### src/rtl/bsg_vanilla_pkg.sv
// Shared types and RV32 encoding constants for the vanilla decode queue.
//   dq_mem_class_e : memory access class of a pre-decoded instruction
//   dq_dec_s       : pre-decode summary stored alongside each queued instruction
// Opcode/funct values are the RV32IMAF encodings.
package bsg_vanilla_pkg;

  // Major opcodes
  localparam logic [6:0] OpLui     = 7'b0110111;
  localparam logic [6:0] OpAuipc   = 7'b0010111;
  localparam logic [6:0] OpJal     = 7'b1101111;
  localparam logic [6:0] OpJalr    = 7'b1100111;
  localparam logic [6:0] OpBranch  = 7'b1100011;
  localparam logic [6:0] OpLoad    = 7'b0000011;
  localparam logic [6:0] OpStore   = 7'b0100011;
  localparam logic [6:0] OpImm     = 7'b0010011;
  localparam logic [6:0] OpOp      = 7'b0110011;
  localparam logic [6:0] OpMiscMem = 7'b0001111;
  localparam logic [6:0] OpSystem  = 7'b1110011;
  localparam logic [6:0] OpAmo     = 7'b0101111;
  localparam logic [6:0] OpLoadFp  = 7'b0000111;
  localparam logic [6:0] OpStoreFp = 7'b0100111;
  localparam logic [6:0] OpFp      = 7'b1010011;
  localparam logic [6:0] OpFmadd   = 7'b1000011;
  localparam logic [6:0] OpFmsub   = 7'b1000111;
  localparam logic [6:0] OpFnmsub  = 7'b1001011;
  localparam logic [6:0] OpFnmadd  = 7'b1001111;

  // funct7 for M extension on OP
  localparam logic [6:0] F7MulDiv  = 7'b0000001;

  // funct3 within M extension
  localparam logic [2:0] F3Mulh    = 3'b001;
  localparam logic [2:0] F3Mulhsu  = 3'b010;
  localparam logic [2:0] F3Mulhu   = 3'b011;

  // funct7 for OP_FP
  localparam logic [6:0] F7Fdiv    = 7'b0001100;
  localparam logic [6:0] F7Fsqrt   = 7'b0101100;
  localparam logic [6:0] F7Fcmp    = 7'b1010000;
  localparam logic [6:0] F7FclassMvXW = 7'b1110000;
  localparam logic [6:0] F7FcvtWS  = 7'b1100000;
  localparam logic [6:0] F7FcvtSW  = 7'b1101000;
  localparam logic [6:0] F7FmvWX   = 7'b1111000;

  // funct5 for AMO
  localparam logic [4:0] F5AmoAdd  = 5'b00000;
  localparam logic [4:0] F5AmoSwap = 5'b00001;
  localparam logic [4:0] F5Lr      = 5'b00010;
  localparam logic [4:0] F5AmoOr   = 5'b01000;

  typedef enum logic [2:0] {
    e_dq_none  = 3'd0,
    e_dq_load  = 3'd1,
    e_dq_store = 3'd2,
    e_dq_amo   = 3'd3,
    e_dq_lr    = 3'd4
  } dq_mem_class_e;

  typedef struct packed {
    logic          write_rd;
    logic          read_rs1;
    logic          read_rs2;
    dq_mem_class_e mem_class;
    logic          is_ctrl;
    logic          is_fp;
    logic          is_long;
    logic          is_fence;
    logic          is_csr;
    logic          unsupported;
  } dq_dec_s;

endpackage

### src/rtl/vanilla_predecode.sv
// Combinational pre-decoder: raw RV32 instruction word -> dq_dec_s summary.
// Ports:
//   instr_i : 32-bit instruction word
//   dec_o   : pre-decode summary (register usage, memory class, control flags)
module vanilla_predecode
  import bsg_vanilla_pkg::*;
(
  input  logic [31:0] instr_i,
  output dq_dec_s     dec_o
);

  logic [6:0] opcode;
  logic [4:0] rd;
  logic [2:0] funct3;
  logic [6:0] funct7;
  logic [4:0] funct5;

  assign opcode = instr_i[6:0];
  assign rd     = instr_i[11:7];
  assign funct3 = instr_i[14:12];
  assign funct7 = instr_i[31:25];
  assign funct5 = instr_i[31:27];

  // Register specifier fields are not needed for the summary.
  logic unused_rs;
  assign unused_rs = ^instr_i[24:15];

  always_comb begin
    dec_o           = '0;
    dec_o.mem_class = e_dq_none;
    case (opcode)
      OpLui, OpAuipc: dec_o.write_rd = 1'b1;
      OpJal: begin
        dec_o.write_rd = 1'b1;
        dec_o.is_ctrl  = 1'b1;
      end
      OpJalr: begin
        dec_o.write_rd = 1'b1;
        dec_o.read_rs1 = 1'b1;
        dec_o.is_ctrl  = 1'b1;
      end
      OpBranch: begin
        dec_o.read_rs1 = 1'b1;
        dec_o.read_rs2 = 1'b1;
        dec_o.is_ctrl  = 1'b1;
      end
      OpLoad: begin
        dec_o.write_rd  = 1'b1;
        dec_o.read_rs1  = 1'b1;
        dec_o.mem_class = e_dq_load;
      end
      OpStore: begin
        dec_o.read_rs1  = 1'b1;
        dec_o.read_rs2  = 1'b1;
        dec_o.mem_class = e_dq_store;
      end
      OpLoadFp: begin
        dec_o.read_rs1  = 1'b1;
        dec_o.mem_class = e_dq_load;
      end
      OpStoreFp: begin
        // rs2 is an FP register here, so no integer rs2 read
        dec_o.read_rs1  = 1'b1;
        dec_o.mem_class = e_dq_store;
      end
      OpImm: begin
        dec_o.write_rd = 1'b1;
        dec_o.read_rs1 = 1'b1;
      end
      OpOp: begin
        dec_o.write_rd = 1'b1;
        dec_o.read_rs1 = 1'b1;
        dec_o.read_rs2 = 1'b1;
        if (funct7 == F7MulDiv) begin
          dec_o.is_long     = funct3[2];
          dec_o.unsupported = (funct3 == F3Mulh) || (funct3 == F3Mulhsu) ||
                              (funct3 == F3Mulhu);
        end
      end
      OpAmo: begin
        dec_o.write_rd  = 1'b1;
        dec_o.read_rs1  = 1'b1;
        dec_o.read_rs2  = (funct5 == F5AmoSwap) || (funct5 == F5AmoOr) ||
                          (funct5 == F5AmoAdd);
        dec_o.mem_class = (funct5 == F5Lr) ? e_dq_lr : e_dq_amo;
      end
      OpMiscMem: dec_o.is_fence = 1'b1;
      OpSystem: begin
        dec_o.write_rd = 1'b1;
        if (funct3 != 3'b000) begin
          dec_o.is_csr   = 1'b1;
          // funct3[2] selects the immediate (zimm) CSR forms
          dec_o.read_rs1 = !funct3[2];
        end
      end
      OpFp: begin
        dec_o.is_fp = 1'b1;
        case (funct7)
          F7Fcmp, F7FclassMvXW, F7FcvtWS: dec_o.write_rd = 1'b1;
          F7FcvtSW, F7FmvWX:              dec_o.read_rs1 = 1'b1;
          F7Fdiv, F7Fsqrt:                dec_o.is_long  = 1'b1;
          default: ;
        endcase
      end
      OpFmadd, OpFmsub, OpFnmsub, OpFnmadd: dec_o.is_fp = 1'b1;
      default: ;
    endcase
    if (rd == 5'd0) dec_o.write_rd = 1'b0;
  end

endmodule

### src/rtl/vanilla_decode_queue.sv
// Pre-decoding instruction queue between fetch and issue.
// Circular buffer of els_p entries; each entry holds instr, PC and its pre-decode.
// Optional same-cycle bypass on an empty queue: VANILLA_DECODE_QUEUE_BYPASS_EN.
// Ports:
//   clk_i, reset_n_i (synchronous, active-low)
//   flush_i                        : drop all entries, overrides enq/deq
//   enq_v_i/enq_ready_o            : enqueue handshake, enq_instr_i, enq_pc_i
//   deq_v_o/deq_yumi_i             : dequeue handshake, deq_instr_o, deq_pc_o, deq_dec_o
//   count_o                        : occupancy
//   unsup_cnt_o                    : saturating count of unsupported instructions enqueued
module vanilla_decode_queue
  import bsg_vanilla_pkg::*;
#(
  parameter int unsigned els_p       = 4,
  parameter int unsigned pc_width_p  = 22,
  parameter int unsigned cnt_width_p = 16
) (
  input  logic                       clk_i,
  input  logic                       reset_n_i,
  input  logic                       flush_i,
  input  logic                       enq_v_i,
  output logic                       enq_ready_o,
  input  logic [31:0]                enq_instr_i,
  input  logic [pc_width_p-1:0]      enq_pc_i,
  output logic                       deq_v_o,
  input  logic                       deq_yumi_i,
  output logic [31:0]                deq_instr_o,
  output logic [pc_width_p-1:0]      deq_pc_o,
  output dq_dec_s                    deq_dec_o,
  output logic [$clog2(els_p+1)-1:0] count_o,
  output logic [cnt_width_p-1:0]     unsup_cnt_o
);

  localparam int unsigned PtrW = $clog2(els_p);
  localparam int unsigned CntW = $clog2(els_p + 1);
  localparam logic [CntW-1:0] CountFull = CntW'(els_p);

  logic [31:0]           instr_mem [els_p];
  logic [pc_width_p-1:0] pc_mem    [els_p];
  dq_dec_s               dec_mem   [els_p];

  logic [PtrW-1:0]        rd_ptr_q, rd_ptr_d, wr_ptr_q, wr_ptr_d;
  logic [CntW-1:0]        count_q, count_d;
  logic [cnt_width_p-1:0] unsup_q, unsup_d;

  dq_dec_s enq_dec;
  logic    empty, full, enq_fire, deq_fire, wr_en, rd_adv, bypass;

  vanilla_predecode u_predecode (
    .instr_i (enq_instr_i),
    .dec_o   (enq_dec)
  );

  assign empty       = (count_q == '0);
  assign full        = (count_q == CountFull);
  assign enq_ready_o = !full && !flush_i;
  assign enq_fire    = enq_v_i && enq_ready_o;

`ifdef VANILLA_DECODE_QUEUE_BYPASS_EN
  assign bypass      = empty && enq_v_i && !flush_i;
  assign deq_v_o     = !empty || bypass;
  assign deq_instr_o = bypass ? enq_instr_i : instr_mem[rd_ptr_q];
  assign deq_pc_o    = bypass ? enq_pc_i    : pc_mem[rd_ptr_q];
  assign deq_dec_o   = bypass ? enq_dec     : dec_mem[rd_ptr_q];
`else
  assign bypass      = 1'b0;
  assign deq_v_o     = !empty;
  assign deq_instr_o = instr_mem[rd_ptr_q];
  assign deq_pc_o    = pc_mem[rd_ptr_q];
  assign deq_dec_o   = dec_mem[rd_ptr_q];
`endif

  assign deq_fire = deq_yumi_i && deq_v_o && !flush_i;
  // A bypassed instruction taken in the same cycle never occupies storage.
  assign wr_en    = enq_fire && !(bypass && deq_fire);
  assign rd_adv   = deq_fire && !bypass;

  always_comb begin
    rd_ptr_d = rd_ptr_q;
    wr_ptr_d = wr_ptr_q;
    count_d  = count_q;
    if (flush_i) begin
      rd_ptr_d = '0;
      wr_ptr_d = '0;
      count_d  = '0;
    end else begin
      if (wr_en)  wr_ptr_d = wr_ptr_q + PtrW'(1);
      if (rd_adv) rd_ptr_d = rd_ptr_q + PtrW'(1);
      case ({wr_en, rd_adv})
        2'b10:   count_d = count_q + CntW'(1);
        2'b01:   count_d = count_q - CntW'(1);
        default: count_d = count_q;
      endcase
    end
  end

  always_comb begin
    unsup_d = unsup_q;
    if (enq_fire && enq_dec.unsupported && (unsup_q != '1)) begin
      unsup_d = unsup_q + cnt_width_p'(1);
    end
  end

  always_ff @(posedge clk_i) begin
    if (!reset_n_i) begin
      rd_ptr_q <= '0;
      wr_ptr_q <= '0;
      count_q  <= '0;
      unsup_q  <= '0;
    end else begin
      rd_ptr_q <= rd_ptr_d;
      wr_ptr_q <= wr_ptr_d;
      count_q  <= count_d;
      unsup_q  <= unsup_d;
    end
  end

  // Entry storage is intentionally not reset.
  always_ff @(posedge clk_i) begin
    if (reset_n_i && wr_en) begin
      instr_mem[wr_ptr_q] <= enq_instr_i;
      pc_mem[wr_ptr_q]    <= enq_pc_i;
      dec_mem[wr_ptr_q]   <= enq_dec;
    end
  end

  assign count_o     = count_q;
  assign unsup_cnt_o = unsup_q;

  a_yumi_needs_valid: assert property (@(posedge clk_i) disable iff (!reset_n_i)
    deq_yumi_i |-> deq_v_o);

  a_no_enq_when_not_ready: assert property (@(posedge clk_i) disable iff (!reset_n_i)
    !(enq_v_i && !enq_ready_o && wr_en));

endmodule

### config.mk
export PLATFORM = sky130hd
export DESIGN_NAME = vanilla_decode_queue
export DESIGN_NICKNAME = d
export VERILOG_FILES = /design/src/rtl/bsg_vanilla_pkg.sv /design/src/rtl/vanilla_predecode.sv /design/src/rtl/vanilla_decode_queue.sv
export SDC_FILE = /design/constraint.sdc
export NUM_CORES = 1
export LEC_CHECK = 0
export BUFFER_PORTS_ARGS = -buffer_cell sky130_fd_sc_hd__buf_4
export CAP_MARGIN = 10
export CORE_MARGIN = 10
export CORE_UTILIZATION = 36
export DETAILED_ROUTE_END_ITERATION = 16
export MAX_ROUTING_LAYER = met4
export SYNTH_ARGS = -nofsm -noshare
export SYNTH_HDL_FRONTEND = slang
export SYNTH_SLANG_ARGS = --single-unit
### constraint.sdc
create_clock -name clk_i -period 5.05 [get_ports clk_i]
set_input_delay 1.01 -clock clk_i [delete_from_list [all_inputs] [get_ports clk_i]]
set_output_delay 1.01 -clock clk_i [all_outputs]
set_load 0.02 [all_outputs]
==> results by stage <==
GRT:
- The number of antenna violations at the first check in global routing was 0.
- The global-route wire length before repair is approximately 38000 µm.
- The number of global-route vias before repair is roughly 6400.
- The global routing usage summed across all routing layers is 0.130.
- The pin count of the biggest net entering global routing is 67.
- The leftover overflow at the end of global routing is 0.

Route:
- The wire length after detailed routing is 24700 µm.
- The detail route stage leaves a number of antenna-violating nets equal to 0.
- After detailed routing, the number of remaining DRC violations is 0.
- The first routing iteration left between 300 and 400 violations.
- The first-pass detailed-route iteration total is 4.
- The per-cell routed wire length is approximately 22 µm.
- The vias per cell is 5.21.
- The total via count in the routed design is about 5900.

Final layout:
- The number of antenna diodes in the final layout is 0.
- The number of cells in the finished layout apart from fillers is about 1100.
- The area added between synthesis and finish is 22.2%.
- The final instance area is ~0.014 mm².
- The number of filler instances in the final layout is 2659.
- The share of cells above drive strength 1 is 0.366.
- The area of all sequential standard cells is around 0.0084 mm².
- Summing all multi-input logic gate instances after layout gives approximately 0.0026 mm².
- After the last flow step, the layout net total stands at slightly below 800.

Power:
- In this run the power density over the cells is approximately 360 mW/mm².
- Summed over all cells, the static leakage comes to between 0.004 and 0.005 µW.
- The worst-case vdd ir drop is 0.303 mV.

Clock tree:
- The number of instances resized during post-cts repair is 0.
- The number of sinks on the clock net is slightly below 300.
- The number of clock buffers added by TritonCTS is 31.
- The deepest level of the CTS H-tree is 1.
- The insertion delay to the later sink of the worst-skew pair is 0.56 ns.
- After clock tree synthesis, the clock-pin slew on the worst setup and hold paths is roughly 0.06 ns.
- TritonCTS built the clock tree.
- The number of buffers added for setup after CTS is 0.
- The clock passes through at most 3 buffers.
- The CTS root buffer is sky130_fd_sc_hd__clkbuf_16.
- In this run, post-CTS hold repair placed 0 buffers.

Worst setup path:
- The data arrival time at the worst-slack endpoint is ~2.6 ns.
- Along the worst path, the maximum fanout reaches 38.
- The start-to-end type of the worst setup path is reg -> out.
- The kind of end point of the critical path is an output port.
- The kind of launch point of the worst setup path is a flop.
- The worst endpoint required time is ~4 ns.
- Walking the worst path, the cells encountered are buf_12 -> mux4_2 -> buf_4.
- The biggest cell delay along the critical path is around 0.88 ns.
- Together, buffers and inverters on the worst path number 2.
- The largest individual stage delay along the critical path comes from the cell sky130_fd_sc_hd__dfxtp_4.
- The dominant delay contributor by cell family on the critical path is flip-flops.
- Setup slack on the worst reg-to-reg path comes out at roughly 2.5 ns.

Synth:
- The most frequent cell after synthesis is sky130_fd_sc_hd__edfxtp_1.
- Sorting the synthesized cells by area gives the leading types as sky130_fd_sc_hd__edfxtp_1 71%, sky130_fd_sc_hd__mux4_2 13%, sky130_fd_sc_hd__dfxtp_1 4.5%.
- The number of standard cells after synthesis is between 500 and 600.
- The synthesized area per cell is 19.8 µm².
- The share of the yosys chip area belonging to registers is 0.754.
- Counting flops with a built-in enable in the synthesized netlist gives 264.
- The most instantiated flip-flop cell in the synthesis netlist is sky130_fd_sc_hd__edfxtp_1.
- After synthesis the netlist holds a flip-flop and latch count of 289.
- The Yosys step of the flow raised 0 warnings.
- The largest area contributor in the netlist is sky130_fd_sc_hd__edfxtp_1.
- The number of different library cells in the post-synthesis netlist is 50.
- The synthesized netlist occupies a cell area of 0.0112 mm².
- The number of nets produced by synthesis is around 630.
- In the synthesized netlist, the cells that appear most often are 264 x sky130_fd_sc_hd__edfxtp_1, 66 x sky130_fd_sc_hd__mux4_2, 25 x sky130_fd_sc_hd__dfxtp_1, 21 x sky130_fd_sc_hd__nand2_1, 20 x sky130_fd_sc_hd__nor2_1.
- The proportion of register bits with asynchronous set or reset after synthesis is 0.
- The share of synthesized area in the top cell type comes to 0.709.

Die:
- The count of boundary I/O pins is 146.
- In this run the horizontal extent of the chip is roughly 200 µm.
- Row generation in the floorplan step produced between 60 and 70 rows.
- For this configuration, the core starts out at a cell density of 0.366.
- Measured along the y axis, the die boundary spans just under 200 µm.
- The die covers ~0.039 mm².
- The core region is 0.0306 mm².

Placed design:
- In this run the cell area measured after placement is 0.0127 mm².
- Counting tap cells, the placed design contains a total of about 1100 instances.
- The placement-stage worst setup slack is 1.90 ns.
- The count of input and output buffers is 145.
- Detailed placement ended at an HPWL of around 15000 µm.
- At the end of routability-driven placement, the weighted congestion stood at around 0.82.

Timing:
- The achievable frequency is 0.281 GHz.
- The tightest hold margin is a little over 0.5 ns.
- Setup repair after global routing left no endpoint under its margin.
- The slew at the pin with the worst max-slew slack is about 1.1 ns.
- The max-slew violation count was 0.
- Adding up every negative setup slack in the final design gives 0 ns.
- Once routing completed, OpenROAD measured the worst setup slack at 1.49 ns.
- The final worst-path cycle share is 0.705.
- The number of endpoints failing setup at the final stage is 0.
- The final hold violation count was 0.
- The final setup skew is just under 0.02 ns.
- Measured against its own limit, the worst slew margin works out to 0.270.
- The minimum clock period is 3.56 ns.

Status:
- The run finished with clean final reports.

Flow run:
- The tool flagged a number of max-cap violations equal to 0.

Worst hold path:
- The worst hold path belongs to the class reg -> reg.
## state kept, by name, indices dropped and copies added (netlist names), named ones only
register / cells
count_o: 3
dec_mem: 48
instr_mem: 128
pc_mem: 88
rd_ptr_q: 2
unsup_cnt_o: 16
wr_ptr_q: 2
## kinds of logic after synthesis
family / after synthesis / synth area share
multiplexers: 71 / 0.137
adder cells (fa/ha/maj): 7 / 0.00850
flip-flops: 289 / 0.754
AND/OR/NAND/NOR: 120 / 0.0613
XOR/XNOR: 7 / 0.00548
buffers and inverters: 34 / 0.0121
AO/OA/AOI/OAI: 38 / 0.0215
## worst paths after layout
check,end,cells past startpoint,from
worst max-delay path,deq_instr_o[25],3,flop
worst min-delay path,unsup_cnt_o[5],2,unsup_cnt_o[5]
worst max register to register,count_o[2],9,count_o[2]
worst min register to register,unsup_cnt_o[5],2,unsup_cnt_o[5]
## metrics by stage
stage	total power [µW]	util
after CTS	4930	0.447
final	4860	0.447
after global routing	5050	0.447
after floorplan	2760	-
after global placement	2850	0.416
after detailed placement	2860	0.416
## where the power goes
part | internal (µW) | total (µW) | switching (µW) | leakage, µW
registers | 2620 | 2630 | 6.11 | 0.00255
clock network | 1170 | 2050 | 884 | 0.000458
logic | 76.8 | 179 | 102 | 0.00143
## worst reg2reg max path, delay by kind of cell (launching register included)
family | cells | cell delay, ns
AND/OR/NAND/NOR | 3 | 1.07
adder cells (fa/ha/maj) | 2 | 0.56
XOR/XNOR | 1 | 0.16
AO/OA/AOI/OAI | 1 | 0.13
flip-flops | 1 | 0.38
buffers and inverters | 2 | 0.15
## per-layer routing
layer / global-route usage / wire, µm / vias to the layer above / part of all wire
li1: - / - / 2641 / -
met1: 0.166 / 10800 / 3066 / 0.44
met2: 0.208 / 11900 / 210 / 0.48
met3: 0.0331 / 1660 / 29 / 0.067
met4: 0.0243 / 263 / 0 / 0.011
met5: - / 0 / - / 0
## cells in the final DEF, fill, tap and decap left out, types with 3 or more instances in the layout
master / synthesis / layout
sky130_fd_sc_hd__a21oi_1: 12 / 12
sky130_fd_sc_hd__and3_4: 0 / 4
sky130_fd_sc_hd__buf_4: 0 / 146
sky130_fd_sc_hd__clkbuf_16: 0 / 31
sky130_fd_sc_hd__clkinv_1: 0 / 9
sky130_fd_sc_hd__clkinv_2: 0 / 7
sky130_fd_sc_hd__dfxtp_1: 25 / 23
sky130_fd_sc_hd__edfxtp_1: 264 / 264
sky130_fd_sc_hd__ha_1: 6 / 6
sky130_fd_sc_hd__inv_1: 11 / 11
sky130_fd_sc_hd__inv_6: 0 / 3
sky130_fd_sc_hd__mux2i_1: 5 / 5
sky130_fd_sc_hd__mux4_2: 66 / 66
sky130_fd_sc_hd__nand2_1: 21 / 21
sky130_fd_sc_hd__nand2b_1: 7 / 7
sky130_fd_sc_hd__nand3_1: 9 / 9
sky130_fd_sc_hd__nand4_1: 11 / 11
sky130_fd_sc_hd__nor2_1: 20 / 20
sky130_fd_sc_hd__nor2b_1: 4 / 4
sky130_fd_sc_hd__nor3_1: 8 / 8
sky130_fd_sc_hd__nor4_1: 5 / 5
sky130_fd_sc_hd__o21ai_0: 9 / 9
sky130_fd_sc_hd__o31ai_1: 5 / 5
sky130_fd_sc_hd__or3_1: 5 / 5
sky130_fd_sc_hd__or4_1: 5 / 5
sky130_fd_sc_hd__xnor2_1: 4 / 4
sky130_fd_sc_hd__xor2_1: 3 / 3
## final cells by class
cell class / count / share of cell area
Sequential cell: 289 / 0.618
Timing Repair Buffer: 147 / 0.0817
Multi-Input combinational cell: 243 / 0.193
Clock buffer: 33 / 0.0573
Clock inverter: 23 / 0.0109
Inverter: 11 / 0.00302
Tap cell: 396 / 0.0363
(Power assumes the default switching activity.)
